==> src/rtl/time_set_ctrl.sv <==
// Push-button front end for the clock core: synchronises and debounces four buttons,
// edits hours/minutes/seconds with wrap-around, and commits them as three load writes.
module time_set_ctrl #(
    parameter int DEBOUNCE_CYCLES = 1000000,
    parameter int CNT_W           = 20
) (
    input  logic       clk,
    input  logic       reset,
    input  logic       btn_set,
    input  logic       btn_next,
    input  logic       btn_inc,
    input  logic       btn_dec,
    output logic       load,
    output logic [1:0] addrs,
    output logic [5:0] data_out,
    output logic       edit_active,
    output logic [1:0] field_sel,
    output logic [5:0] field_val
);

    typedef enum logic [2:0] {IDLE, EDIT, WR_H, WR_M, WR_S} state_t;

    localparam logic [1:0] F_SEC = 2'b00;
    localparam logic [1:0] F_MIN = 2'b01;
    localparam logic [1:0] F_HR  = 2'b10;
    localparam int B_SET  = 3;
    localparam int B_NEXT = 2;
    localparam int B_INC  = 1;
    localparam int B_DEC  = 0;
    localparam logic [CNT_W-1:0] CNT_MAX = CNT_W'(DEBOUNCE_CYCLES - 1);

    logic [3:0]       raw;
    logic [3:0]       sync1, sync2, deb, deb_q, press;
    logic [CNT_W-1:0] cnt [4];

    assign raw = {btn_set, btn_next, btn_inc, btn_dec};

    // NOTE: sequential state is written with non-blocking assignments only, so every
    // flop samples the pre-edge values and the synchroniser stages really do delay.
    always_ff @(posedge clk or negedge reset) begin
        if (!reset) begin
            sync1 <= '0;
            sync2 <= '0;
            deb   <= '0;
            deb_q <= '0;
            press <= '0;
            // NOTE: the counter array is plain flops, not RAM, so it is reset with everything else.
            for (int i = 0; i < 4; i++) cnt[i] <= '0;
        end else begin
            sync1 <= raw;
            sync2 <= sync1;
            deb_q <= deb;
            press <= deb & ~deb_q;
            for (int i = 0; i < 4; i++) begin
                if (sync2[i] == deb[i]) begin
                    cnt[i] <= '0;
                end else if (cnt[i] == CNT_MAX) begin
                    deb[i] <= sync2[i];
                    cnt[i] <= '0;
                end else begin
                    cnt[i] <= cnt[i] + 1'b1;
                end
            end
        end
    end

    // Only the highest-priority pulse of a cycle acts; the rest are dropped.
    logic do_set, do_next, do_inc, do_dec;
    assign do_set  = press[B_SET];
    assign do_next = press[B_NEXT] & ~press[B_SET];
    assign do_inc  = press[B_INC]  & ~|press[B_SET:B_NEXT];
    assign do_dec  = press[B_DEC]  & ~|press[B_SET:B_INC];

    state_t     state, state_next;
    logic [5:0] hours, minutes, seconds;
    logic [5:0] hours_next, minutes_next, seconds_next;
    logic [1:0] field_sel_next, addrs_next;
    logic [5:0] data_next;
    logic       load_next;
    logic [5:0] sel_max, step_val;

    always_comb begin
        case (field_sel)
            F_HR:    field_val = hours;
            F_MIN:   field_val = minutes;
            default: field_val = seconds;
        endcase
    end

    assign sel_max  = (field_sel == F_HR) ? 6'd23 : 6'd59;
    assign step_val = do_inc ? ((field_val >= sel_max) ? 6'd0 : field_val + 6'd1)
                             : ((field_val == 6'd0) ? sel_max : field_val - 6'd1);

    assign edit_active = (state != IDLE);

    // NOTE: every output of this block gets a default first, so no path leaves one
    // unassigned and no latch is inferred.
    always_comb begin
        state_next     = state;
        field_sel_next = field_sel;
        hours_next     = hours;
        minutes_next   = minutes;
        seconds_next   = seconds;
        load_next      = 1'b0;
        addrs_next     = addrs;
        data_next      = data_out;
        case (state)
            IDLE: begin
                if (do_set) begin
                    state_next     = EDIT;
                    field_sel_next = F_HR;
                end
            end
            EDIT: begin
                if (do_set) begin
                    state_next = WR_H;
                    load_next  = 1'b1;
                    addrs_next = F_HR;
                    data_next  = hours;
                end else if (do_next) begin
                    case (field_sel)
                        F_HR:    field_sel_next = F_MIN;
                        F_MIN:   field_sel_next = F_SEC;
                        default: field_sel_next = F_HR;
                    endcase
                end else if (do_inc || do_dec) begin
                    case (field_sel)
                        F_HR:    hours_next   = step_val;
                        F_MIN:   minutes_next = step_val;
                        default: seconds_next = step_val;
                    endcase
                end
            end
            // Strobe values are set up one state early because the outputs are registered.
            WR_H: begin
                state_next = WR_M;
                load_next  = 1'b1;
                addrs_next = F_MIN;
                data_next  = minutes;
            end
            WR_M: begin
                state_next = WR_S;
                load_next  = 1'b1;
                addrs_next = F_SEC;
                data_next  = seconds;
            end
            WR_S:    state_next = IDLE;
            default: state_next = IDLE;
        endcase
    end

    always_ff @(posedge clk or negedge reset) begin
        if (!reset) begin
            state     <= IDLE;
            field_sel <= F_HR;
            hours     <= '0;
            minutes   <= '0;
            seconds   <= '0;
            load      <= 1'b0;
            addrs     <= F_SEC;
            data_out  <= '0;
        end else begin
            state     <= state_next;
            field_sel <= field_sel_next;
            hours     <= hours_next;
            minutes   <= minutes_next;
            seconds   <= seconds_next;
            load      <= load_next;
            addrs     <= addrs_next;
            data_out  <= data_next;
        end
    end

endmodule

==> config.mk <==
export PLATFORM = sky130hd
export DESIGN_NAME = time_set_ctrl
export DESIGN_NICKNAME = d
export VERILOG_FILES = /design/src/rtl/time_set_ctrl.sv
export SDC_FILE = /design/constraint.sdc
export NUM_CORES = 1
export LEC_CHECK = 0
export ABC_AREA = 1
export CELL_PAD_IN_SITES_DETAIL_PLACEMENT = 2
export CELL_PAD_IN_SITES_GLOBAL_PLACEMENT = 2
export CORE_ASPECT_RATIO = 0.5
export CORE_MARGIN = 10
export CORE_UTILIZATION = 41
export DETAILED_ROUTE_END_ITERATION = 16
export PLACE_DENSITY = 0.95
export SYNTH_ARGS = -nofsm -noshare
export SYNTH_HDL_FRONTEND = slang
export SYNTH_SLANG_ARGS = --single-unit
==> constraint.sdc <==
create_clock -name clk -period 4.8 [get_ports clk]
set_clock_uncertainty 0.15 [all_clocks]
set_input_delay 1.2 -clock clk [delete_from_list [all_inputs] [get_ports clk]]
set_output_delay 1.2 -clock clk [all_outputs]
set_load 0.01 [all_outputs]
==> load_flow_metrics.sql, run 1 <==
INSERT INTO impl_metrics (metric_group, metric, value, unit) VALUES
('worst_setup_path', 'timing.critical_path.mode_cell', 'sky130_fd_sc_hd__inv_2', ''),
('synth', 'postSynthNetCount', '820', ''),
('clock_network', 'post_cts_resized', '0', ''),
('timing', 'fin_crit_sh', '82.90', '%'),
('global_route', 'number_of_antenna_violations_at_the_first_check_in_global_routing', '1', ''),
('routing', 'initialDrtViolationCount', '451', ''),
('global_route', 'track_usage', '26.91', '%'),
('synth', 'main_combinational_cell_family_by_area_after_synthesis', 'simple AND/OR/NAND/NOR gates', ''),
('global_route', 'gr-total-overflow', '0', ''),
('clock_network', 'post_cts_hold_buffer_count', '0', ''),
('worst_hold_path', 'hold_path.class', 'reg -> reg', ''),
('final_layout', 'antenna-diode-count', '0', ''),
('synth', 'post_synth_inst_count', '802', ''),
('floorplanning', 'start_util', '42.54', '%'),
('floorplanning', 'placement_rows', '32', ''),
('synth', 'synthMuxAreaShare', '0.6763', '%'),
('routing', 'ant_nets', '0', ''),
('worst_setup_path', 'highest_delay_cell_along_the_critical_path', 'sky130_fd_sc_hd__clkdlybuf4s50_1', ''),
('worst_setup_path', 'timing.critical_path.buf_inv', '3', ''),
('worst_hold_path', 'holdPathStages', '0', ''),
('synth', 'flops_latches_synth', '132', ''),
('worst_setup_path', 'nature_of_the_critical_path_endpoint', 'primary output', ''),
('timing', 'min_period', '3.979', 'ns'),
('synth', 'post_synth_instance_area', '6660', 'sq um'),
('floorplanning', 'die_h', '110.1', 'um'),
('clock_network', 'clock-root-buffer', 'sky130_fd_sc_hd__clkbuf_16', ''),
('clock_network', 'worstSkewPairLatency', '0.45', 'ns'),
('placed_design', 'port_buffers', '23', ''),
('synth', 'netlist-cell-type-count', '40', ''),
('routing', 'vias_per_cell', '5.782', ''),
('timing', 'totalNegativeSetupSlack', '0', 'ns'),
('synth', 'netlist.area_leader.share', '49.22', '%'),
('worst_setup_path', 'criticalPathCategory', 'reg -> out', ''),
('timing', 'tightestPinTransition', '0.8506', 'ns'),
('outcome', 'status', 'finished clean', ''),
('final_layout', 'postLayoutCoreUtil', '50.02', '%'),
('clock_network', 'post-cts-setup-buffer-count', '0', ''),
('global_route', 'first_global_vias', '7261', ''),
('synth', 'post_synth_main_area_contributors', 'sky130_fd_sc_hd__dfrtp_1 (49%), sky130_fd_sc_hd__nand2_1 (9.4%), sky130_fd_sc_hd__nor2_1 (6.1%), sky130_fd_sc_hd__inv_1 (5.9%), sky130_fd_sc_hd__nand3_1 (4.1%)', ''),
('worst_setup_path', 'critical_path.reg2reg.startpoint', 'field_sel[1]', ''),
('final_layout', 'sequential_cell_area', '3304', 'sq um'),
('flow_run', 'cap_viol_max_count', '0', ''),
('synth', 'xor_xnor_portion_of_the_synthesized_cell_area', '4.471', '%'),
('global_route', 'first_pass_grt_wire_length', '45.31', 'mm'),
('routing', 'drt_pass1_iterations', '5', ''),
('clock_network', 'total_cts_buffers', '17', ''),
('routing', 'vias', '6221', ''),
('clock_network', 'cts_max_level', '4', ''),
('worst_setup_path', 'critPathArrivalTime', '2.63', 'ns'),
('final_layout', 'multi_input_comb_area', '2909', 'sq um'),
('floorplanning', 'floorplan_die_area', '22050', 'sq um'),
('worst_setup_path', 'timing.critical_path.cells', 'ha_1 -> inv_2 -> or2_1 -> nand2_1 -> inv_2 -> clkdlybuf4s50_1', ''),
('clock_network', 'numClockSinks', '132', ''),
('synth', 'syn-mean-instance-area', '8.304', 'sq um'),
('placed_design', 'dp_hpwl', '16.89', 'mm'),
('power_and_ir_drop', 'p_leak', '3.593', 'nW'),
('timing', 'pins_over_slew_limit', '0', ''),
('worst_setup_path', 'cp_top_family', 'buffers and inverters', ''),
('timing', 'timing_hold_violations_final', '0', ''),
('worst_hold_path', 'timing.hold.worst.start', 'sync1[3]', ''),
('synth', 'synth.yosys.seq_area_share', '49.61', '%'),
('final_layout', 'drive_above_1_share', '9.357', '%'),
('worst_setup_path', 'worstPathRequired', '3.45', 'ns'),
('placed_design', 'placed_cells', '1044', ''),
('worst_setup_path', 'critPathMaxStageDelay', '0.58', 'ns'),
('timing', 'slew_headroom', '43.29', '%'),
('synth', 'post_synth_fa_ha_maj_area_fraction', '2.254', '%'),
('worst_hold_path', 'hold-path-endpoint', 'sync2[3]', ''),
('synth', 'synth_compound_gate_area_share', '7.646', '%'),
('clock_network', 'worst_setup_hold_path_clk_slew', '0.07', 'ns'),
('final_layout', 'finish.net_count', '860', '');
## kinds of logic after synthesis
family                   count (synthesis)
flip-flops                             132
AND/OR/NAND/NOR                        414
XOR/XNOR                                34
buffers and inverters                  116
multiplexers                             4
adder cells (fa/ha/maj)                 12
AO/OA/AOI/OAI                           90
## sequential cells by signal, indices dropped and copies added, names as in the netlist, 6 cells and up
name	count
seconds	6
minutes	6
cnt	80
data_out	6
hours	6
## area by class of cell
type | instances | share of cell area [%]
multi-input combinational | 554 | 37.15
tap | 221 | 3.531
sequential | 132 | 42.20
clock inverter | 13 | 2.956
inverter | 112 | 5.368
timing repair buffer | 25 | 3.147
clock buffer | 19 | 5.656
## metrics by stage
stage                     cell area [sq um]  setup WS, ns  hold WS, ns  total power (W)
after floorplan                        6660         2.111       0.1812         0.001178
after global placement                 7157         1.493       0.1861         0.001215
after detailed placement               7157         1.356       0.1862         0.001225
after CTS                              7831        0.8270       0.2009         0.002799
after global routing                   7831        0.7405       0.2120         0.002852
final                                  7831        0.8209       0.2001         0.002796
## cell usage in the layout, fill, tap and decap left out, drive strengths merged, types with 5 or more instances in the layout
master,synthesis,final
xor2,25,25
inv,112,112
nand3,58,58
nor2,116,116
a41oi,6,6
xnor2,9,9
clkdlybuf4s50,0,22
a21oi,37,37
bufinv,0,6
nand4,20,20
or2,7,7
nor3,26,26
nand2,174,174
o21ai,33,33
dfrtp,131,131
nor4,8,8
clkbuf,0,19
o21a,5,5
clkinv,0,5
ha,12,12
## routing by layer
metal / share of wire (%) / vias to the layer above / global-route usage (%)
met3: 4.3 / 91 / 6.232
met4: 3.7 / 2 / 12.66
met1: 40 / 3267 / 29.27
met2: 52 / 188 / 50.14
li1: - / 2673 / -
met5: 0.028 / - / 0
## cell usage after synthesis (all sizes together)
master / number
ha: 12
o21a: 5
xnor2: 9
dfrtp: 131
nand3: 58
nor3b: 2
o22ai: 1
nor2: 116
and3: 3
o21bai: 1
a21oi: 37
dfstp: 1
o21ai: 33
a211oi: 2
a41oi: 6
inv: 112
a21o: 1
nor4: 8
nor3: 26
xor2: 25
nand2: 174
buf: 4
or2: 7
a31oi: 4
nand4: 20
mux2: 4
## worst register-to-register path: stages, from the launching register on
cell                      delay (ns)
sky130_fd_sc_hd__dfstp_2        0.56
sky130_fd_sc_hd__ha_1           0.26
sky130_fd_sc_hd__inv_2          0.25
sky130_fd_sc_hd__nand3_1        0.16
sky130_fd_sc_hd__nand2_1        0.24
sky130_fd_sc_hd__inv_2          0.15
sky130_fd_sc_hd__ha_1           0.26
sky130_fd_sc_hd__a21o_1         0.17
sky130_fd_sc_hd__a21oi_1        0.16
sky130_fd_sc_hd__nor2_1         0.12
sky130_fd_sc_hd__o21ai_0        0.31
sky130_fd_sc_hd__nand2_1        0.19
sky130_fd_sc_hd__a31oi_1        0.27
## how the worst max path moves through the flow
stage	to	slack [ns]	startpoint	cells after the start
floorplan	field_val[1]	2.11	field_sel[0]	7
global placement	field_val[0]	1.49	field_sel[1]	6
detailed placement	field_val[0]	1.36	field_sel[1]	6
CTS	field_val[0]	0.83	field_sel[1]	6
global route	field_val[0]	0.74	field_sel[1]	6
finish	field_val[0]	0.82	field_sel[1]	6
## power by group
part           switching (W)  internal, W  total (W)
Sequential         0.0000119      0.00112    0.00114
Combinational      0.0000575    0.0000174  0.0000749
Clock               0.000596     0.000990    0.00159
No activity file was read; power rests on OpenSTA's default activity.
==> run 2, diff against run 1 <==
--- a/config.mk
+++ b/config.mk
@@ -10,9 +10,9 @@
 export CELL_PAD_IN_SITES_GLOBAL_PLACEMENT = 2
 export CORE_ASPECT_RATIO = 0.5
 export CORE_MARGIN = 10
-export CORE_UTILIZATION = 41
+export CORE_UTILIZATION = 34
 export DETAILED_ROUTE_END_ITERATION = 16
-export PLACE_DENSITY = 0.95
+export PLACE_DENSITY = 0.85
 export SYNTH_ARGS = -nofsm -noshare
 export SYNTH_HDL_FRONTEND = slang
 export SYNTH_SLANG_ARGS = --single-unit
==> constraint.sdc (replaced) <==
create_clock -name clk -period 3.55 [get_ports clk]
set_clock_uncertainty 0.15 [all_clocks]
set_input_delay 0.8875 -clock clk [delete_from_list [all_inputs] [get_ports clk]]
set_output_delay 0.8875 -clock clk [all_outputs]
set_load 0.01 [all_outputs]
==> run 2 against run 1 <==
Compared with the run above: register-to-register slack got worse by 0.98 ns; largest power group unchanged; total power rose by 24%; critical path depth rose by 2.
==> load_flow_metrics.sql, run 2 (synthesized netlist as in run 1, its figures left out) <==
INSERT INTO impl_metrics (metric_group, metric, value, unit) VALUES
('outcome', 'status', 'finished clean', ''),
('timing', 'finalSetupViolations', '0', ''),
('routing', 'initialDrtViolationCount', '302', ''),
('clock_network', 'worst_setup_hold_path_clk_slew', '0.06', 'ns'),
('floorplanning', 'core_area', '19370', 'sq um'),
('final_layout', 'mostFrequentLayoutCell', 'sky130_fd_sc_hd__nand2_1', ''),
('floorplanning', 'start_util', '34.39', '%'),
('placed_design', 'place_ws', '0.4505', 'ns'),
('final_layout', 'largest_register_ff_count', '80', ''),
('timing', 'pins_over_slew_limit', '0', ''),
('final_layout', 'nFillCells', '2108', ''),
('worst_setup_path', 'critPathArrivalTime', '2.41', 'ns'),
('placed_design', 'port_buffers', '23', ''),
('worst_hold_path', 'hold_path.class', 'reg -> reg', ''),
('placed_design', 'global_placement_routability_congestion', '0.8178', ''),
('worst_setup_path', 'timing.critical_path.cells', 'inv_1 -> ha_2 -> inv_4 -> buf_4 -> or2_4 -> nand2_4 -> inv_2 -> clkdlybuf4s50_1', ''),
('routing', 'vias_per_cell', '5.134', ''),
('final_layout', 'area_growth_syn_to_layout', '17.94', '%'),
('routing', 'drcViolationCount', '0', ''),
('final_layout', 'largest-register', 'cnt', ''),
('worst_setup_path', 'r2r_slack', '0.48', 'ns'),
('timing', 'tightestPinTransition', '0.6010', 'ns'),
('worst_setup_path', 'critPathMaxStageDelay', '0.48', 'ns'),
('floorplanning', 'die_w', '217.9', 'um'),
('power_and_ir_drop', 'p_leak', '3.581', 'nW'),
('final_layout', 'layout_common_cells', 'sky130_fd_sc_hd__nand2_1 (166), sky130_fd_sc_hd__dfrtp_1 (131), sky130_fd_sc_hd__nor2_1 (108)', ''),
('routing', 'drt_wl_total', '22.26', 'mm'),
('global_route', 'first_pass_grt_wire_length', '36.94', 'mm'),
('routing', 'ant_nets', '0', ''),
('global_route', 'number_of_antenna_violations_at_the_first_check_in_global_routing', '0', ''),
('timing', 'slew_headroom', '59.93', '%'),
('final_layout', 'finish.instance_area', '7855', 'sq um'),
('floorplanning', 'io_pins', '24', ''),
('global_route', 'largest_net_degree_at_the_start_of_global_routing', '61', ''),
('timing', 'min_period', '3.445', 'ns'),
('timing', 'fmaxAchievable', '0.2903', 'GHz'),
('worst_setup_path', 'criticalPathCategory', 'reg -> out', ''),
('clock_network', 'cts-root-to-sink-buffers', '2', ''),
('worst_setup_path', 'nature_of_the_critical_path_endpoint', 'primary output', ''),
('worst_setup_path', 'highest_delay_cell_along_the_critical_path', 'sky130_fd_sc_hd__clkdlybuf4s50_1', ''),
('worst_setup_path', 'worstPathRequired', '2.51', 'ns'),
('timing', 'timing_hold_violations_final', '0', ''),
('placed_design', 'dp_hpwl', '13.84', 'mm'),
('power_and_ir_drop', 'ir_worst_vdd', '0.3249', 'mV'),
('floorplanning', 'floorplan_die_area', '25930', 'sq um'),
('clock_network', 'clock-root-buffer', 'sky130_fd_sc_hd__clkbuf_16', ''),
('power_and_ir_drop', 'power_density', '440.1', 'nW/um^2'),
('final_layout', 'drive_above_1_share', '10.01', '%'),
('final_layout', 'finish.net_count', '864', ''),
('timing', 'fin_ws', '0.1049', 'ns'),
('floorplanning', 'die_h', '119.0', 'um'),
('flow_run', 'cap_viol_max_count', '0', ''),
('routing', 'drt_pass1_iterations', '4', ''),
('clock_network', 'post_cts_hold_buffer_count', '0', ''),
('routing', 'wl_per_cell', '19.78', 'um'),
('worst_setup_path', 'timing.critical_path.from_type', 'register', ''),
('clock_network', 'numClockSinks', '132', ''),
('routing', 'vias', '5776', ''),
('clock_network', 'tritoncts_clock_tree', 'done', ''),
('clock_network', 'cts_max_level', '4', ''),
('global_route', 'first_global_vias', '6706', ''),
('worst_setup_path', 'timing.critical_path.fanout_max', '6', ''),
('global_route', 'track_usage', '17.71', '%'),
('power_and_ir_drop', 'total_power', '0.003457', 'W'),
('final_layout', 'antenna-diode-count', '0', ''),
('clock_network', 'worstSkewPairLatency', '0.44', 'ns'),
('placed_design', 'placedInstanceArea', '7226', 'sq um'),
('floorplanning', 'placement_rows', '36', ''),
('global_route', 'gr-total-overflow', '0', ''),
('timing', 'fin_crit_sh', '97.04', '%'),
('clock_network', 'total_cts_buffers', '17', '');
run 2: cell count changes in the layout (fill, tap and decap cells not counted), sizes merged:
cell	change
buf	+4
bufinv	-4
inv	+4
run 2: power breakdown:
part	total, W	switching, W	internal (W)
Clock	0.00183	0.000765	0.00106
Sequential	0.00153	0.0000122	0.00152
Combinational	0.0000962	0.0000712	0.0000250
Total	0.00346	0.000848	0.00261
run 2: timing repair:
action                                  in CTS  in global routing
resized for setup                            1                  2
buffers inserted                             4                  0
endpoints found under the setup margin       1                  3
run 2: final cells by class:
cell class / count / area [sq um] / area share [%]
well taps: 266 / 332.8 / 4.237
inverters: 112 / 422.9 / 5.384
repair buffers: 29 / 289.0 / 3.680
multi-input cells: 554 / 2914 / 37.10
clock buffers: 19 / 442.9 / 5.639
flip-flops and latches: 132 / 3304 / 42.07
clock inverters: 13 / 148.9 / 1.896
run 2: layer usage:
metal | up-vias | GRT usage (%) | wire, um | share of wire (%)
li1 | 2683 | - | - | -
met1 | 2970 | 20.89 | 9682 | 44
met2 | 87 | 31.38 | 11490 | 52
met3 | 36 | 3.967 | 648 | 2.9
met4 | 0 | 5.778 | 433 | 1.9
met5 | - | 0 | 0 | 0
run 2: critical path: cells and delay by family, from the launching register on:
kind	cells	cell delay, ns
adders and majority gates	1	0.36
and+or+nand+nor	2	0.36
buffers and inverters	5	0.84
DFF	1	0.41
run 2: stage by stage:
| step | setup TNS, ns | hold WS (ns) | std cells | utilization, % |
|---|---|---|---|---|
| finish | 0 | 0.2053 | 1125 | 40.56 |
| global route | -0.002461 | 0.2268 | 1125 | 40.56 |
| CTS | 0 | 0.2089 | 1125 | 40.53 |
| detailed placement | 0 | 0.1950 | 1089 | 37.31 |
| global placement | 0 | 0.1820 | 1089 | 37.31 |
| floorplan | 0 | 0.1812 | 802 | - |
run 2: final timing paths:
kind                              start            to  cells past startpoint
max                        field_sel[0]  field_val[3]                      8
min                            sync1[0]      sync2[0]                      0
max reg2reg                field_sel[0]      hours[0]                     13
min reg2reg                    sync1[0]      sync2[0]                      0
max in group asynchronous         reset       cnt[53]                      2
min in group asynchronous         reset       cnt[14]                      1
